==> src/rtl/quad_pkg.sv <==
// Shared definitions for the command arbiter and the command-config block:
// opcodes, the response-timeout code, the arbiter state encoding and timer widths.
package quad_pkg;

  localparam logic [7:0] OP_SET_PTCH  = 8'h02;
  localparam logic [7:0] OP_SET_ROLL  = 8'h03;
  localparam logic [7:0] OP_SET_YAW   = 8'h04;
  localparam logic [7:0] OP_SET_THRST = 8'h05;
  localparam logic [7:0] OP_CALIBRATE = 8'h06;
  localparam logic [7:0] OP_EMER_LAND = 8'h07;
  localparam logic [7:0] OP_MTRS_OFF  = 8'h08;

  localparam logic [7:0] RESP_TMO = 8'hEE;

  localparam int RSP_TMR_W = 8;

  typedef enum logic [2:0] {
    ST_IDLE,
    ST_FWD,
    ST_WAIT,
    ST_FS_LAND,
    ST_FS_LWAIT,
    ST_FS_HOLD,
    ST_FS_OFF,
    ST_FS_OWAIT
  } arb_state_t;

  // Link watchdog and failsafe hold share one width: short for simulation, ~1.3 s at 50 MHz otherwise.
  function automatic int link_tmr_w(input bit fast_sim);
    return fast_sim ? 9 : 26;
  endfunction

endpackage

==> src/rtl/cmd_arb_if.sv <==
// Command/ack handshake between the arbiter (master) and the command-config block (slave).
interface cmd_arb_if;
  logic        cmd_rdy;
  logic [7:0]  cmd;
  logic [15:0] data;
  logic        clr_cmd_rdy;
  logic [7:0]  resp;
  logic        send_resp;

  modport master (
    output cmd_rdy, cmd, data,
    input  clr_cmd_rdy, resp, send_resp
  );

  modport slave (
    input  cmd_rdy, cmd, data,
    output clr_cmd_rdy, resp, send_resp
  );
endinterface

==> src/rtl/sat_tmr.sv <==
// Up-counter that clears on clr, otherwise counts once per cycle and sticks at all-ones.
module sat_tmr #(
  parameter int WIDTH = 8
) (
  input  logic clk,
  input  logic rst_n,
  input  logic clr,
  output logic full
);

  logic [WIDTH-1:0] cnt;

  assign full = &cnt;

  always_ff @(posedge clk or negedge rst_n) begin
    if (!rst_n)
      cnt <= '0;
    else if (clr)
      cnt <= '0;
    else if (!full)
      cnt <= cnt + WIDTH'(1);
  end

endmodule

==> src/rtl/cmd_arb.sv <==
// Arbitrates between remote commands and the internal link-loss failsafe sequence
// (emergency land, hold, motors off) towards the command-config block.
//
// state     | meaning
// ----------|-------------------------------------------------------------
// IDLE      | nothing in flight; failsafe entry or remote capture decided here
// FWD       | remote command presented, waiting for consume
// WAIT      | remote command consumed, waiting for ack or response timeout
// FS_LAND   | emergency-land command presented
// FS_LWAIT  | waiting for land ack or timeout (ack swallowed)
// FS_HOLD   | holding for the hold timer before cutting motors
// FS_OFF    | motors-off command presented
// FS_OWAIT  | waiting for motors-off ack or timeout (ack swallowed)
module cmd_arb
  import quad_pkg::*;
#(
  parameter int FAST_SIM = 1
) (
  input  logic             clk,
  input  logic             rst_n,
  input  logic             rmt_rdy,
  input  logic [7:0]       rmt_cmd,
  input  logic [15:0]      rmt_data,
  output logic             clr_rmt_rdy,
  output logic [7:0]       rmt_resp,
  output logic             rmt_send_resp,
  cmd_arb_if.master        cfg,
  output logic             link_lost,
  output logic             failsafe
);

  localparam int LINK_W = link_tmr_w(FAST_SIM != 0);

  arb_state_t state, state_nx;

  logic cap_rmt, ld_land, ld_off;
  logic clr_rsp, clr_hold;
  logic fs_set, fs_clr;
  logic ack_resp, ack_tmo;
  logic rsp_tmo, hold_done;

  sat_tmr #(.WIDTH(LINK_W)) u_wdog (
    .clk  (clk),
    .rst_n(rst_n),
    .clr  (cap_rmt),
    .full (link_lost)
  );

  sat_tmr #(.WIDTH(LINK_W)) u_hold (
    .clk  (clk),
    .rst_n(rst_n),
    .clr  (clr_hold),
    .full (hold_done)
  );

  sat_tmr #(.WIDTH(RSP_TMR_W)) u_rsp (
    .clk  (clk),
    .rst_n(rst_n),
    .clr  (clr_rsp),
    .full (rsp_tmo)
  );

  always_ff @(posedge clk or negedge rst_n) begin
    if (!rst_n)
      state <= ST_IDLE;
    else
      state <= state_nx;
  end

  always_comb begin
    state_nx    = state;
    clr_rmt_rdy = 1'b0;
    cap_rmt     = 1'b0;
    ld_land     = 1'b0;
    ld_off      = 1'b0;
    clr_rsp     = 1'b0;
    clr_hold    = 1'b0;
    fs_set      = 1'b0;
    fs_clr      = 1'b0;
    ack_resp    = 1'b0;
    ack_tmo     = 1'b0;
    cfg.cmd_rdy = 1'b0;

    unique case (state)
      ST_IDLE: begin
        // Failsafe entry wins; a simultaneous remote command stays pending.
        if (link_lost && !failsafe) begin
          state_nx = ST_FS_LAND;
          fs_set   = 1'b1;
          ld_land  = 1'b1;
        end else if (rmt_rdy) begin
          state_nx    = ST_FWD;
          cap_rmt     = 1'b1;
          clr_rmt_rdy = 1'b1;
        end
      end
      ST_FWD: begin
        cfg.cmd_rdy = 1'b1;
        if (cfg.clr_cmd_rdy) begin
          state_nx = ST_WAIT;
          clr_rsp  = 1'b1;
        end
      end
      ST_WAIT: begin
        if (cfg.send_resp) begin
          state_nx = ST_IDLE;
          ack_resp = 1'b1;
          fs_clr   = 1'b1;
        end else if (rsp_tmo) begin
          state_nx = ST_IDLE;
          ack_tmo  = 1'b1;
        end
      end
      ST_FS_LAND: begin
        cfg.cmd_rdy = 1'b1;
        if (cfg.clr_cmd_rdy) begin
          state_nx = ST_FS_LWAIT;
          clr_rsp  = 1'b1;
        end
      end
      ST_FS_LWAIT: begin
        if (cfg.send_resp || rsp_tmo) begin
          state_nx = ST_FS_HOLD;
          clr_hold = 1'b1;
        end
      end
      ST_FS_HOLD: begin
        if (hold_done) begin
          state_nx = ST_FS_OFF;
          ld_off   = 1'b1;
        end
      end
      ST_FS_OFF: begin
        cfg.cmd_rdy = 1'b1;
        if (cfg.clr_cmd_rdy) begin
          state_nx = ST_FS_OWAIT;
          clr_rsp  = 1'b1;
        end
      end
      ST_FS_OWAIT: begin
        if (cfg.send_resp || rsp_tmo)
          state_nx = ST_IDLE;
      end
      default: state_nx = ST_IDLE;
    endcase
  end

  always_ff @(posedge clk or negedge rst_n) begin
    if (!rst_n) begin
      cfg.cmd       <= 8'h00;
      cfg.data      <= 16'h0000;
      rmt_resp      <= 8'h00;
      rmt_send_resp <= 1'b0;
      failsafe      <= 1'b0;
    end else begin
      rmt_send_resp <= ack_resp | ack_tmo;

      if (cap_rmt) begin
        cfg.cmd  <= rmt_cmd;
        cfg.data <= rmt_data;
      end else if (ld_land) begin
        cfg.cmd  <= OP_EMER_LAND;
        cfg.data <= 16'h0000;
      end else if (ld_off) begin
        cfg.cmd  <= OP_MTRS_OFF;
        cfg.data <= 16'h0000;
      end

      if (ack_resp)
        rmt_resp <= cfg.resp;
      else if (ack_tmo)
        rmt_resp <= RESP_TMO;

      if (fs_set)
        failsafe <= 1'b1;
      else if (fs_clr)
        failsafe <= 1'b0;
    end
  end

endmodule

==> src/flat_wrapper.sv <==
// flat-port wrapper written by rule: the top's interface ports become plain ports
module cmd_arb_flat import quad_pkg::*;
#(
  parameter int FAST_SIM = 1
)
  (clk, rst_n, rmt_rdy, rmt_cmd, rmt_data, clr_rmt_rdy, rmt_resp, rmt_send_resp, link_lost, failsafe, cfg_cmd_rdy, cfg_cmd, cfg_data, cfg_clr_cmd_rdy, cfg_resp, cfg_send_resp);
  cmd_arb_if cfg_i ();
  input  logic clk;
  input  logic rst_n;
  input  logic rmt_rdy;
  input  logic [7:0] rmt_cmd;
  input  logic [15:0] rmt_data;
  output logic clr_rmt_rdy;
  output logic [7:0] rmt_resp;
  output logic rmt_send_resp;
  output logic link_lost;
  output logic failsafe;
  output wire logic [$bits(cfg_i.cmd_rdy)-1:0] cfg_cmd_rdy;
  output wire logic [$bits(cfg_i.cmd)-1:0] cfg_cmd;
  output wire logic [$bits(cfg_i.data)-1:0] cfg_data;
  input wire logic [$bits(cfg_i.clr_cmd_rdy)-1:0] cfg_clr_cmd_rdy;
  input wire logic [$bits(cfg_i.resp)-1:0] cfg_resp;
  input wire logic [$bits(cfg_i.send_resp)-1:0] cfg_send_resp;
  assign cfg_cmd_rdy = cfg_i.cmd_rdy;
  assign cfg_cmd = cfg_i.cmd;
  assign cfg_data = cfg_i.data;
  assign cfg_i.clr_cmd_rdy = cfg_clr_cmd_rdy;
  assign cfg_i.resp = cfg_resp;
  assign cfg_i.send_resp = cfg_send_resp;
  cmd_arb #(.FAST_SIM(FAST_SIM)) u_core (.clk(clk), .rst_n(rst_n), .rmt_rdy(rmt_rdy), .rmt_cmd(rmt_cmd), .rmt_data(rmt_data), .clr_rmt_rdy(clr_rmt_rdy), .rmt_resp(rmt_resp), .rmt_send_resp(rmt_send_resp), .cfg(cfg_i), .link_lost(link_lost), .failsafe(failsafe));
endmodule
==> config.mk <==
export PLATFORM = sky130hd
export DESIGN_NAME = cmd_arb_flat
export DESIGN_NICKNAME = d
export VERILOG_FILES = /design/src/rtl/quad_pkg.sv /design/src/rtl/cmd_arb_if.sv /design/src/rtl/sat_tmr.sv /design/src/rtl/cmd_arb.sv /design/src/flat_wrapper.sv
export SDC_FILE = /design/constraint.sdc
export NUM_CORES = 1
export LEC_CHECK = 0
export BUFFER_PORTS_ARGS = -buffer_cell sky130_fd_sc_hd__clkbuf_2
export CORE_MARGIN = 1
export CORE_UTILIZATION = 40
export DETAILED_ROUTE_END_ITERATION = 10
export GPL_TIMING_DRIVEN = 1
export PLACE_DENSITY = 0.64
export SYNTH_ARGS = -nofsm -noshare
export SYNTH_HDL_FRONTEND = slang
export SYNTH_HIERARCHICAL = 1
export SYNTH_SLANG_ARGS = --single-unit
==> constraint.sdc <==
create_clock -name clk -period 3.3 [get_ports clk]
set_clock_uncertainty 0.1 [all_clocks]
set_input_delay 0.165 -clock clk [delete_from_list [all_inputs] [get_ports clk]]
set_output_delay 0.165 -clock clk [all_outputs]
set_load 0.01 [all_outputs]
==> results of run 1 <==
layout by cell type, fill, tap and decap left out, types with 3 or more instances in the layout:
| cell type | count |
|---|---|
| sky130_fd_sc_hd__ha_1 | 5 |
| sky130_fd_sc_hd__o21ai_0 | 7 |
| sky130_fd_sc_hd__inv_1 | 7 |
| sky130_fd_sc_hd__o22ai_1 | 3 |
| sky130_fd_sc_hd__a22o_1 | 20 |
| sky130_fd_sc_hd__nand3_1 | 9 |
| sky130_fd_sc_hd__clkbuf_8 | 9 |
| sky130_fd_sc_hd__dlygate4sd3_1 | 33 |
| sky130_fd_sc_hd__buf_4 | 3 |
| sky130_fd_sc_hd__clkbuf_2 | 73 |
| sky130_fd_sc_hd__xnor2_1 | 4 |
| sky130_fd_sc_hd__mux2i_1 | 4 |
| sky130_fd_sc_hd__and4b_1 | 3 |
| sky130_fd_sc_hd__nor3_1 | 7 |
| sky130_fd_sc_hd__or3_1 | 4 |
| sky130_fd_sc_hd__nand4_1 | 5 |
| sky130_fd_sc_hd__nor2_1 | 22 |
| sky130_fd_sc_hd__nor2b_1 | 4 |
| sky130_fd_sc_hd__nand2_1 | 13 |
| sky130_fd_sc_hd__a21oi_1 | 10 |
| sky130_fd_sc_hd__a31oi_1 | 4 |
| sky130_fd_sc_hd__dfrtp_1 | 63 |
| sky130_fd_sc_hd__xor2_1 | 5 |
| sky130_fd_sc_hd__clkinv_2 | 3 |
| sky130_fd_sc_hd__o22a_1 | 6 |
flip-flops by register name (all words and copies together), names as in the netlist:
signal,cells
u_core/cfg.data,16
u_core/u_hold/cnt,9
u_core/u_wdog/cnt,9
u_core/cfg.cmd,8
u_core/rmt_resp,8
u_core/u_rsp/cnt,8
u_core/state,3
u_core/failsafe,1
u_core/rmt_send_resp,1
power by group through the flow:
stage / Combinational (mW) / Sequential (mW) / Clock, mW
CTS: 1.17 / 1.43 / 0.659
detailed placement: 1.14 / 1.43 / 0
global route: 1.29 / 1.48 / 0.694
floorplan: 0.795 / 1.42 / 0
finish: 1.16 / 1.43 / 0.639
global placement: 1.10 / 1.43 / 0
repair_timing:
action	4_1_cts	5_1_grt
endpoints found under the hold margin	54	0
hold buffers	33	0
buffers inserted	0	0
gates resized for setup	0	0
routing by layer:
layer | GRT usage [%] | routed length, µm | vias to the layer above
met5 | 0 | 0 | -
met4 | 7.038 | 29 | 0
met3 | 3.918 | 260 | 4
met2 | 26.36 | 3074 | 56
met1 | 23.56 | 3241 | 1154
li1 | - | - | 1168
kinds of logic (layout without fill, tap and decap cells):
logic type | after synthesis | count (layout) | synth area share (%)
AO/OA/AOI/OAI | 68 | 68 | 17.08
XOR/XNOR | 9 | 9 | 2.617
adder cells (fa/ha/maj) | 5 | 5 | 2.077
buffers and inverters | 23 | 132 | 5.401
flip-flops | 63 | 63 | 52.35
multiplexers | 7 | 7 | 2.701
AND/OR/NAND/NOR | 87 | 87 | 17.78
cell type report:
cell class                 count  share of cell area (%)
clock buffer                  10                   3.267
sequential                    63                   40.36
clock inverter                 6                   1.570
inverter                       7                  0.6726
tap                           99                   3.171
timing repair buffer         109                   18.39
multi-input combinational    176                   32.58
worst min-delay path: stages:
cell and delay, ps:
sky130_fd_sc_hd__clkbuf_2 120, sky130_fd_sc_hd__nand3_1 70, sky130_fd_sc_hd__nand3_1 70
through the flow:
step	power (mW)	instance area (µm²)	worst slack, ps
2_1_floorplan	2.214	3012	949.8
3_3_place_gp	2.529	3387	1001
3_5_place_dp	2.569	3387	885.7
4_1_cts	3.252	3906	647.2
5_1_grt	3.462	3906	510.0
6_report	3.227	3906	676.1
worst paths after layout:
check                                                      start                                to  slack (ps)  depth (start not counted)
min in group asynchronous                                  rst_n       u_core/state[1]$_DFFE_PN0P_         280                          2
max in group asynchronous                                  rst_n  u_core/u_wdog/cnt[7]$_DFFE_PN0P_        2130                          3
worst min register to register     u_core/cfg.cmd[2]$_DFFE_PN0P_     u_core/cfg.cmd[2]$_DFFE_PN0P_         400                          2
worst max register to register  u_core/u_wdog/cnt[0]$_DFFE_PN0P_     u_core/cfg.cmd[7]$_DFFE_PN0P_         900                          8
worst min-delay path                                     rmt_rdy     u_core/cfg.cmd[2]$_DFFE_PN0P_          30                          3
worst max-delay path            u_core/u_wdog/cnt[0]$_DFFE_PN0P_                       clr_rmt_rdy         680                          7
==> parameters.txt, run 1 <==
Parameter                              Value

Run status
  Result of the run ... completed

Worst setup path
  Critical-path cell list ... ha_1 > nand3_1 > nor2_1 > ha_1 > and2b_1 > nor2_8 > clkbuf_2
  Max stage delay cell, worst path ... sky130_fd_sc_hd__dfrtp_1
  Required time reported for the critical path endpoint ... 3030 ps
  Arrival time of data at the critical path endpoint ... 2360 ps
  Family with the most delay on the worst path ... simple AND/OR/NAND/NOR gates
  Most frequent CP cell ... sky130_fd_sc_hd__ha_1
  Kind of start point of the critical path ... register
  Type of the setup path with the least slack ... reg2out
  Critical Path Fanout Max ... 35
  Worst path max stage delay ... 430 ps
  Bufs and invs on worst path ... 1
  Endpoint kind of the worst setup timing path ... primary output

Layout
  Area of the multi-input gates ... 0.001272 mm²
  Inserted Diodes ... 0
  Number of filler cells placed in the layout ... 635
  Number of nets in the finished design ... 408
  Layout cells sized above 1 ... 29.65%
  FF/Latch Area ... 0.001577 mm²
  Final non-filler cell total ... 470
  Final core utilization ... 53.86%
  Layout overhead on the synthesized area ... 29.71%

Placement
  Number of buffers inserted by port buffering ... 73
  Cell total after placement ... 421
  Dpl hpwl ... 4.263 mm
  Global placement routability congestion ... 0.8256

STA
  Slew headroom ... 60.93%
  Setup tns final ... 0 ps
  Shortest period the worst path allows ... 2624 ps
  Setup repair after global routing missed its margin ... no
  Final clock period utilization by the worst path ... 79.51%
  Worst-margin pin slew ... 586.0 ps
  Worst hold slack across all endpoints ... 30.48 ps
  Achievable Freq ... 0.3811 GHz
  Final count of hold timing violations ... 0
  Final Max Slew Viols ... 0
  Finish-stage setup viols ... 0

GRT
  Global-route total usage across every layer ... 17.20%
  Number of global-route vias before repair ... 2234
  Global-route wire length before repair ... 10.27 mm
  Pin count of the biggest net entering global routing ... 36
  Number of antenna violations at the first check in global routing ... 0
  GR Overflow Total ... 0

Pwr
  Sw Pwr ... 1.194 mW
  Switching share of power ... 36.99%
  Seq pwr share ... 44.3%
  Portion of total power attributed to the clock network ... 19.8%
  Internal power consumption ... 2.033 mW
  Worst supply voltage drop on vdd ... 0.0004143 V
  Leakage power summed over all cells ... 1.879 nW
  Power per unit of standard cell area ... 826.1 mW/mm²
  Combinational share of power ... 35.9%

Route
  Wirelength per Cell ... 14.06 µm
  Initial DRC count ... 74
  Via density ... 5.068
  Residual antenna-violating net count after detailed routing ... 0
  First-pass iteration count of the detailed router ... 5
  Number of remaining DRC errors ... 0
  Routed via count ... 2382
  Total Routed Length ... 6.606 mm

Synthesis
  Fraction of registers with async set or reset after synthesis ... 100.0%
  Top post-synthesis cells by count ... sky130_fd_sc_hd__dfrtp_1 (63), sky130_fd_sc_hd__nor2_1 (22), sky130_fd_sc_hd__a22o_1 (20)
  Count of flip-flops with a built-in enable after synthesis ... 0
  Library cell with the highest instance count after synthesis ... sky130_fd_sc_hd__dfrtp_1
  Synth Register Bits ... 63
  Post-Syn Nets ... 304
  Ranking of synthesized cells by area ... sky130_fd_sc_hd__dfrtp_1 (52%), sky130_fd_sc_hd__a22o_1 (5.8%), sky130_fd_sc_hd__buf_6 (3.0%), sky130_fd_sc_hd__nor2_1 (2.7%), sky130_fd_sc_hd__ha_1 (2.1%)
  Combined area of all synthesized cells ... 0.003012 mm²
  Portion of synthesized cell area occupied by the leading cell type ... 52.35%
  Cell taking the most area after synthesis ... sky130_fd_sc_hd__dfrtp_1
  Cell count after synthesis ... 262
  Ys flop type ... sky130_fd_sc_hd__dfrtp_1
  Per-instance average area after synthesis ... 11.49 µm²
  Yosys warns ... 6
  Cell variety after synth ... 56
  Sequential element share of the synthesized area ... 52.35%

Floorplanning
  Effective utilization at floorplan ... 41.52%
  Number of rows in the core area ... 31
  Floorplan die area ... 0.007880 mm²
  Num ports ... 74
  Vertical die dimension ... 88.77 µm
  Core region area ... 0.007253 mm²
  DIE WIDTH ... 88.77 µm

Clock network
  TritonCTS buffer count ... 9
  Deepest clock path buffer count ... 2
  Root buffer selected by CTS ... sky130_fd_sc_hd__clkbuf_8
  Clock slew at the register clock pins of the worst setup and hold paths ... 70 ps
  Clock network latency to the later pin of the worst-skew pair ... 330 ps
  TritonCTS clock tree ... yes
  Number of clock sinks ... 63
  CTS HTree Levels ... 3

Run
  # Max-Cap Violations ... 0

Worst hold path
  Worst hold-check path type ... in2reg
(Power assumes the default switching activity.)
==> run 2, diff against run 1 <==
ABC_AREA = 1   (was unset)
clock period = 2.7 ns   (was 3.3 ns; I/O delays follow)
==> parameters.txt, run 2 <==
Parameter                              Value

Run status
  Result of the run ... completed

Layout
  Top library cells by usage in the layout, fill and taps aside ... sky130_fd_sc_hd__nand2_1 (139), sky130_fd_sc_hd__clkbuf_2 (73), sky130_fd_sc_hd__dfrtp_1 (63), sky130_fd_sc_hd__dlygate4sd3_1 (33), sky130_fd_sc_hd__inv_1 (33)
  Max reg flops ... 16
  Inserted Diodes ... 0
  Number of filler cells placed in the layout ... 692
  Layout overhead on the synthesized area ... 32.04%
  Final non-filler cell total ... 583
  Largest regs ... u_core/cfg.data x16, u_core/u_hold/cnt x9, u_core/u_wdog/cnt x9
  Final instance area ... 0.003991 mm²
  Number of nets in the finished design ... 521
  Layout cells sized above 1 ... 23.35%
  Largest register by flop count ... u_core/cfg.data
  Leading cell type in the layout, fill and taps excluded ... sky130_fd_sc_hd__nand2_1

Placement
  Global placement routability congestion ... 0.8650
  Number of buffers inserted by port buffering ... 73
  Dpl hpwl ... 4.594 mm
  Post-Place Cell Area ... 0.003486 mm²
  Cell total after placement ... 534

Synthesis
  Count of flip-flops with a built-in enable after synthesis ... 0
  Top post-synthesis cells by count ... sky130_fd_sc_hd__nand2_1 (139), sky130_fd_sc_hd__dfrtp_1 (63), sky130_fd_sc_hd__inv_1 (33)
  Ranking of synthesized cells by area ... sky130_fd_sc_hd__dfrtp_1 (52%), sky130_fd_sc_hd__nand2_1 (17%), sky130_fd_sc_hd__nand3_1 (5.1%), sky130_fd_sc_hd__inv_1 (4.1%), sky130_fd_sc_hd__nor2_1 (2.2%)
  Per-instance average area after synthesis ... 8.305 µm²
  Cell taking the most area after synthesis ... sky130_fd_sc_hd__dfrtp_1
  Post-Syn Nets ... 406
  Synth Register Bits ... 63
  Cell variety after synth ... 27
  Yosys warns ... 6
  Combined area of all synthesized cells ... 0.003023 mm²
  Sequential element share of the synthesized area ... 52.15%
  Ys flop type ... sky130_fd_sc_hd__dfrtp_1
  Cell count after synthesis ... 364
  Fraction of registers with async set or reset after synthesis ... 100.0%
  Library cell with the highest instance count after synthesis ... sky130_fd_sc_hd__nand2_1
  Portion of synthesized cell area occupied by the leading cell type ... 52.15%

Route
  Routed via count ... 2689
  Via density ... 4.612
  Residual antenna-violating net count after detailed routing ... 0
  Number of remaining DRC errors ... 0
  First-pass iteration count of the detailed router ... 4
  Wirelength per Cell ... 11.48 µm
  Total Routed Length ... 6.695 mm
  Initial DRC count ... 140

Floorplanning
  Number of rows in the core area ... 31
  DIE WIDTH ... 88.93 µm
  Floorplan die area ... 0.007909 mm²
  Vertical die dimension ... 88.93 µm
  Effective utilization at floorplan ... 41.46%
  Core region area ... 0.007292 mm²
  Num ports ... 74

Pwr
  Switching share of power ... 39.80%
  Power per unit of standard cell area ... 941.7 mW/mm²
  Combinational share of power ... 37.6%
  Leakage power summed over all cells ... 2.151 nW
  Portion of total power attributed to the clock network ... 18.9%
  Sw Pwr ... 1.496 mW
  Seq pwr share ... 43.5%
  Worst supply voltage drop on vdd ... 0.0004033 V
  Internal power consumption ... 2.263 mW

Worst hold path
  Worst hold-check path type ... in2reg

STA
  Setup tns final ... 0 ps
  Worst-margin pin slew ... 599.6 ps
  Finish-stage setup viols ... 0
  Setup repair after global routing missed its margin ... no
  Final count of hold timing violations ... 0
  Shortest period the worst path allows ... 2501 ps
  Slew headroom ... 60.02%
  Achievable Freq ... 0.3999 GHz
  Final clock period utilization by the worst path ... 92.62%
  Final Max Slew Viols ... 0

Worst setup path
  Type of the setup path with the least slack ... reg2out
  Arrival time of data at the critical path endpoint ... 2270 ps
  Endpoint kind of the worst setup timing path ... primary output
  Required time reported for the critical path endpoint ... 2470 ps
  Critical Path Fanout Max ... 25
  Kind of start point of the critical path ... register
  Worst path max stage delay ... 430 ps
  Max stage delay cell, worst path ... sky130_fd_sc_hd__dfrtp_1
  Critical-path cell list ... ha_1 > nand2_1 > nor3_1 > ha_1 > nand2_1 > nand3_1 > inv_2 > buf_4 > clkbuf_2

GRT
  Number of global-route vias before repair ... 2347
  Number of antenna violations at the first check in global routing ... 0
  Pin count of the biggest net entering global routing ... 26
  GR Overflow Total ... 0
  Global-route total usage across every layer ... 17.36%
  Global-route wire length before repair ... 10.42 mm

Clock network
  Root buffer selected by CTS ... sky130_fd_sc_hd__clkbuf_8
  Number of clock sinks ... 63
  Post-CTS repair timing setup buffer count ... 0
  TritonCTS clock tree ... yes
  Number of buffers added to fix hold violations after cts ... 33
  Clock network latency to the later pin of the worst-skew pair ... 330 ps
  Clock slew at the register clock pins of the worst setup and hold paths ... 70 ps
  CTS-repair resized insts ... 0
  TritonCTS buffer count ... 9
  CTS HTree Levels ... 3
  Deepest clock path buffer count ... 2

Run
  # Max-Cap Violations ... 0
run 2: changes by cell type in the layout (fill, tap and decap cells not counted), sizes merged, moves of 4 or more:
cell | previous run | this run
a22o | 20 | 2
a31oi | 4 | 0
inv | 7 | 37
mux2i | 4 | 0
nand2 | 13 | 146
nand3 | 11 | 34
nor2b | 4 | 0
o21ai | 7 | 12
or3 | 4 | 0
xnor2 | 4 | 0
run 2: metal layers:
layer  up-vias  global-route usage (%)  part of all wire (%)  wire length, µm
met3         4                   3.416                   4.7              318
met5         -                       0                     0                0
met4         0                   7.359                  0.61               41
li1       1393                       -                     -                -
met1      1239                   23.16                    48             3198
met2        53                   27.83                    47             3136
run 2: critical path: cells and delay by family, from the launching register on:
family	cells	cell delay, ps
fa+ha+maj	2	530
flops	1	430
buf+inv	3	420
simple gates	4	530
run 2: final cells by class:
cell class              instances  area (µm²)  share of cell area (%)
clock buffers                  11       141.4                   3.542
clock inverters                 5       33.78                  0.8464
multi-input cells             256        1242                   31.13
flip-flops and latches         63        1577                   39.50
well taps                      99       123.9                   3.103
repair buffers                109       718.2                   17.99
inverters                      40       155.1                   3.887
run 2: worst paths after layout:
kind | start | end | slack (ps) | cells past startpoint
setup / recovery | u_core/u_wdog/cnt[0]$_DFFE_PN0P_ | clr_rmt_rdy | 200 | 9
hold / removal | rmt_rdy | u_core/cfg.cmd[2]$_DFFE_PN0P_ | 80 | 4
setup reg to reg | u_core/u_wdog/cnt[0]$_DFFE_PN0P_ | u_core/u_wdog/cnt[7]$_DFFE_PN0P_ | 370 | 14
hold reg to reg | u_core/cfg.cmd[5]$_DFFE_PN0P_ | u_core/cfg.cmd[5]$_DFFE_PN0P_ | 370 | 2
max in group asynchronous | rst_n | u_core/cfg.cmd[1]$_DFFE_PN0P_ | 1560 | 3
min in group asynchronous | rst_n | u_core/cfg.cmd[6]$_DFFE_PN0P_ | 240 | 2
run 2: per-stage QoR:
step                      hold WS [ps]  util (%)  total power, mW  setup WS (ps)
after floorplan                 -260.6         -            2.543          434.0
after global placement           81.25     47.80            2.996          443.3
after detailed placement         84.57     47.80            3.022          399.9
after CTS                        65.08     54.74            3.792          180.0
after global routing             117.6     54.74            4.064          5.981
final                            77.93     54.74            3.759          199.2
run 2: kinds of logic (layout without fill, tap and decap cells):
logic type      count (synthesis)  after routing  synth area share, %
compound gates                 33             33                6.747
xor+xnor                        2              2               0.5796
fa+ha+maj                       5              5                2.070
buf+inv                        45            165                6.747
flops                          63             63                52.15
simple gates                  216            216                31.70
run 2: power groups by stage:
stage	clock network, mW	registers, mW	logic, mW
2_1_floorplan	0	1.70	0.844
3_3_place_gp	0	1.63	1.37
3_5_place_dp	0	1.64	1.38
4_1_cts	0.745	1.63	1.42
5_1_grt	0.777	1.68	1.61
6_report	0.709	1.63	1.41
==> run 3, diff against run 2 <==
clock period = 2.95 ns   (was 2.7 ns; I/O delays follow)
==> parameters.txt, run 3 (same netlist as run 2, synthesis figures left out) <==
Parameter                              Value

Pwr
  Power per unit of standard cell area ... 897.8 mW/mm²
  Worst supply voltage drop on vdd ... 0.0002424 V
  Seq pwr share ... 41.1%
  Total power ... 3.618 mW
  Leakage power summed over all cells ... 2.166 nW
  Combinational share of power ... 36.0%
  Portion of total power attributed to the clock network ... 22.9%
  Switching share of power ... 38.65%
  Internal power consumption ... 2.220 mW
  Sw Pwr ... 1.399 mW

Layout
  Number of nets in the finished design ... 520
  Final non-filler cell total ... 582
  Inserted Diodes ... 0
  Largest regs ... u_core/cfg.data x16, u_core/u_hold/cnt x9, u_core/u_wdog/cnt x9
  Max reg flops ... 16
  Final instance area ... 0.004030 mm²
  Final core utilization ... 55.27%
  Layout overhead on the synthesized area ... 33.32%
  Layout cells sized above 1 ... 23.40%
  Largest register by flop count ... u_core/cfg.data
  Leading cell type in the layout, fill and taps excluded ... sky130_fd_sc_hd__nand2_1
  Top library cells by usage in the layout, fill and taps aside ... sky130_fd_sc_hd__nand2_1 (139), sky130_fd_sc_hd__clkbuf_2 (73), sky130_fd_sc_hd__dfrtp_1 (63), sky130_fd_sc_hd__dlygate4sd3_1 (33), sky130_fd_sc_hd__inv_1 (33)

Clock network
  TritonCTS buffer count ... 9
  Deepest clock path buffer count ... 2
  TritonCTS clock tree ... yes
  Clock network latency to the later pin of the worst-skew pair ... 340 ps
  Number of buffers added to fix hold violations after cts ... 33
  CTS-repair resized insts ... 0
  Clock slew at the register clock pins of the worst setup and hold paths ... 70 ps
  Number of clock sinks ... 63
  Root buffer selected by CTS ... sky130_fd_sc_hd__clkbuf_8
  CTS HTree Levels ... 3
  Post-CTS repair timing setup buffer count ... 0

STA
  Shortest period the worst path allows ... 2432 ps
  Setup repair after global routing missed its margin ... no
  Worst hold slack across all endpoints ... 81.11 ps
  Final count of hold timing violations ... 0
  Final Max Slew Viols ... 0
  Setup tns final ... 0 ps
  Final clock period utilization by the worst path ... 82.45%
  Finish-stage setup viols ... 0
  Achievable Freq ... 0.4111 GHz
  Worst-margin pin slew ... 777.3 ps
  Slew headroom ... 48.18%
  Minimum setup slack in the final design ... 517.8 ps

GRT
  Pin count of the biggest net entering global routing ... 64
  Number of antenna violations at the first check in global routing ... 0
  GR Overflow Total ... 0
  Global-route wire length before repair ... 10.77 mm
  Global-route total usage across every layer ... 17.79%
  Number of global-route vias before repair ... 2467

Worst setup path
  Type of the setup path with the least slack ... reg2out
  Kind of start point of the critical path ... register
  Startpoint of the worst-slack reg-to-reg timing path ... u_core/u_rsp/cnt[0]$_DFFE_PN0P_
  Critical Path Fanout Max ... 25
  Arrival time of data at the critical path endpoint ... 2180 ps
  Endpoint kind of the worst setup timing path ... primary output
  Launching instance or port of the critical path ... u_core/u_wdog/cnt[0]$_DFFE_PN0P_
  Required time reported for the critical path endpoint ... 2700 ps

Run status
  Result of the run ... completed

Placement
  Post-Place Cell Area ... 0.003478 mm²
  Global placement routability congestion ... 0.8132
  Number of buffers inserted by port buffering ... 73
  Pre-CTS worst setup slack ... 725.1 ps
  Cell total after placement ... 533
  Dpl hpwl ... 4.341 mm

Floorplanning
  DIE WIDTH ... 88.93 µm
  Core region area ... 0.007292 mm²
  Number of rows in the core area ... 31
  Effective utilization at floorplan ... 41.46%
  Num ports ... 74
  Vertical die dimension ... 88.93 µm
  Floorplan die area ... 0.007909 mm²

Route
  Routed via count ... 2673
  Number of remaining DRC errors ... 0
  Initial DRC count ... 112
  Total Routed Length ... 6.773 mm
  Via density ... 4.593
  Residual antenna-violating net count after detailed routing ... 0
  Wirelength per Cell ... 11.64 µm
  First-pass iteration count of the detailed router ... 4

Worst hold path
  Critical hold path startpoint ... rmt_rdy
  Worst hold-check path type ... in2reg

Run
  # Max-Cap Violations ... 0
run 3: cell count changes in the layout (fill, tap and decap cells not counted), sizes merged:
cell	change
bufinv	+2
clkbuf	-2
buf	-1
run 3: final cells by class:
type,instances,area [µm²]
Multi-Input combinational cell,256,1242
Clock inverter,7,97.59
Sequential cell,63,1577
Clock buffer,9,123.9
Timing Repair Buffer,108,710.7
Tap cell,99,123.9
Inverter,40,155.1
Fill cell,697,3262
run 3: power by group through the flow:
stage,combinational (mW),clock [mW],sequential [mW]
5_1_grt,1.49,0.883,1.53
3_3_place_gp,1.24,0,1.49
6_report,1.30,0.828,1.49
4_1_cts,1.30,0.848,1.48
2_1_floorplan,0.772,0,1.55
3_5_place_dp,1.26,0,1.49
run 3: worst paths after layout:
| kind | slack [ps] | cells past startpoint | to |
|---|---|---|---|
| min reg2reg | 370 | 2 | u_core/cfg.data[14]$_DFFE_PN0P_ |
| max reg2reg | 700 | 14 | u_core/u_hold/cnt[7]$_DFFE_PN0P_ |
| max | 520 | 9 | clr_rmt_rdy |
| min | 80 | 4 | u_core/cfg.cmd[2]$_DFFE_PN0P_ |
| max in group asynchronous | 1830 | 3 | u_core/rmt_resp[7]$_DFFE_PN0P_ |
| min in group asynchronous | 410 | 3 | u_core/u_hold/cnt[4]$_DFFE_PN0P_ |
run 3: per-layer routing:
metal  GRT usage, %  routed length (µm)  vias to the layer above
li1               -                   -                     1388
met1          22.28                3141                     1222
met2          29.93                3248                       51
met3          4.155                 258                       12
met4          7.071                 125                        0
met5              0                   0                        -
run 3: worst max-delay path, cell delays in order (launching register included):
cell and delay, ps:
sky130_fd_sc_hd__dfrtp_1 430, sky130_fd_sc_hd__ha_1 230, sky130_fd_sc_hd__nand2_1 90, sky130_fd_sc_hd__nor3_1 60
sky130_fd_sc_hd__ha_1 240, sky130_fd_sc_hd__nand2_1 120, sky130_fd_sc_hd__nand3_1 120, sky130_fd_sc_hd__inv_2 90
sky130_fd_sc_hd__buf_4 270, sky130_fd_sc_hd__clkbuf_2 190
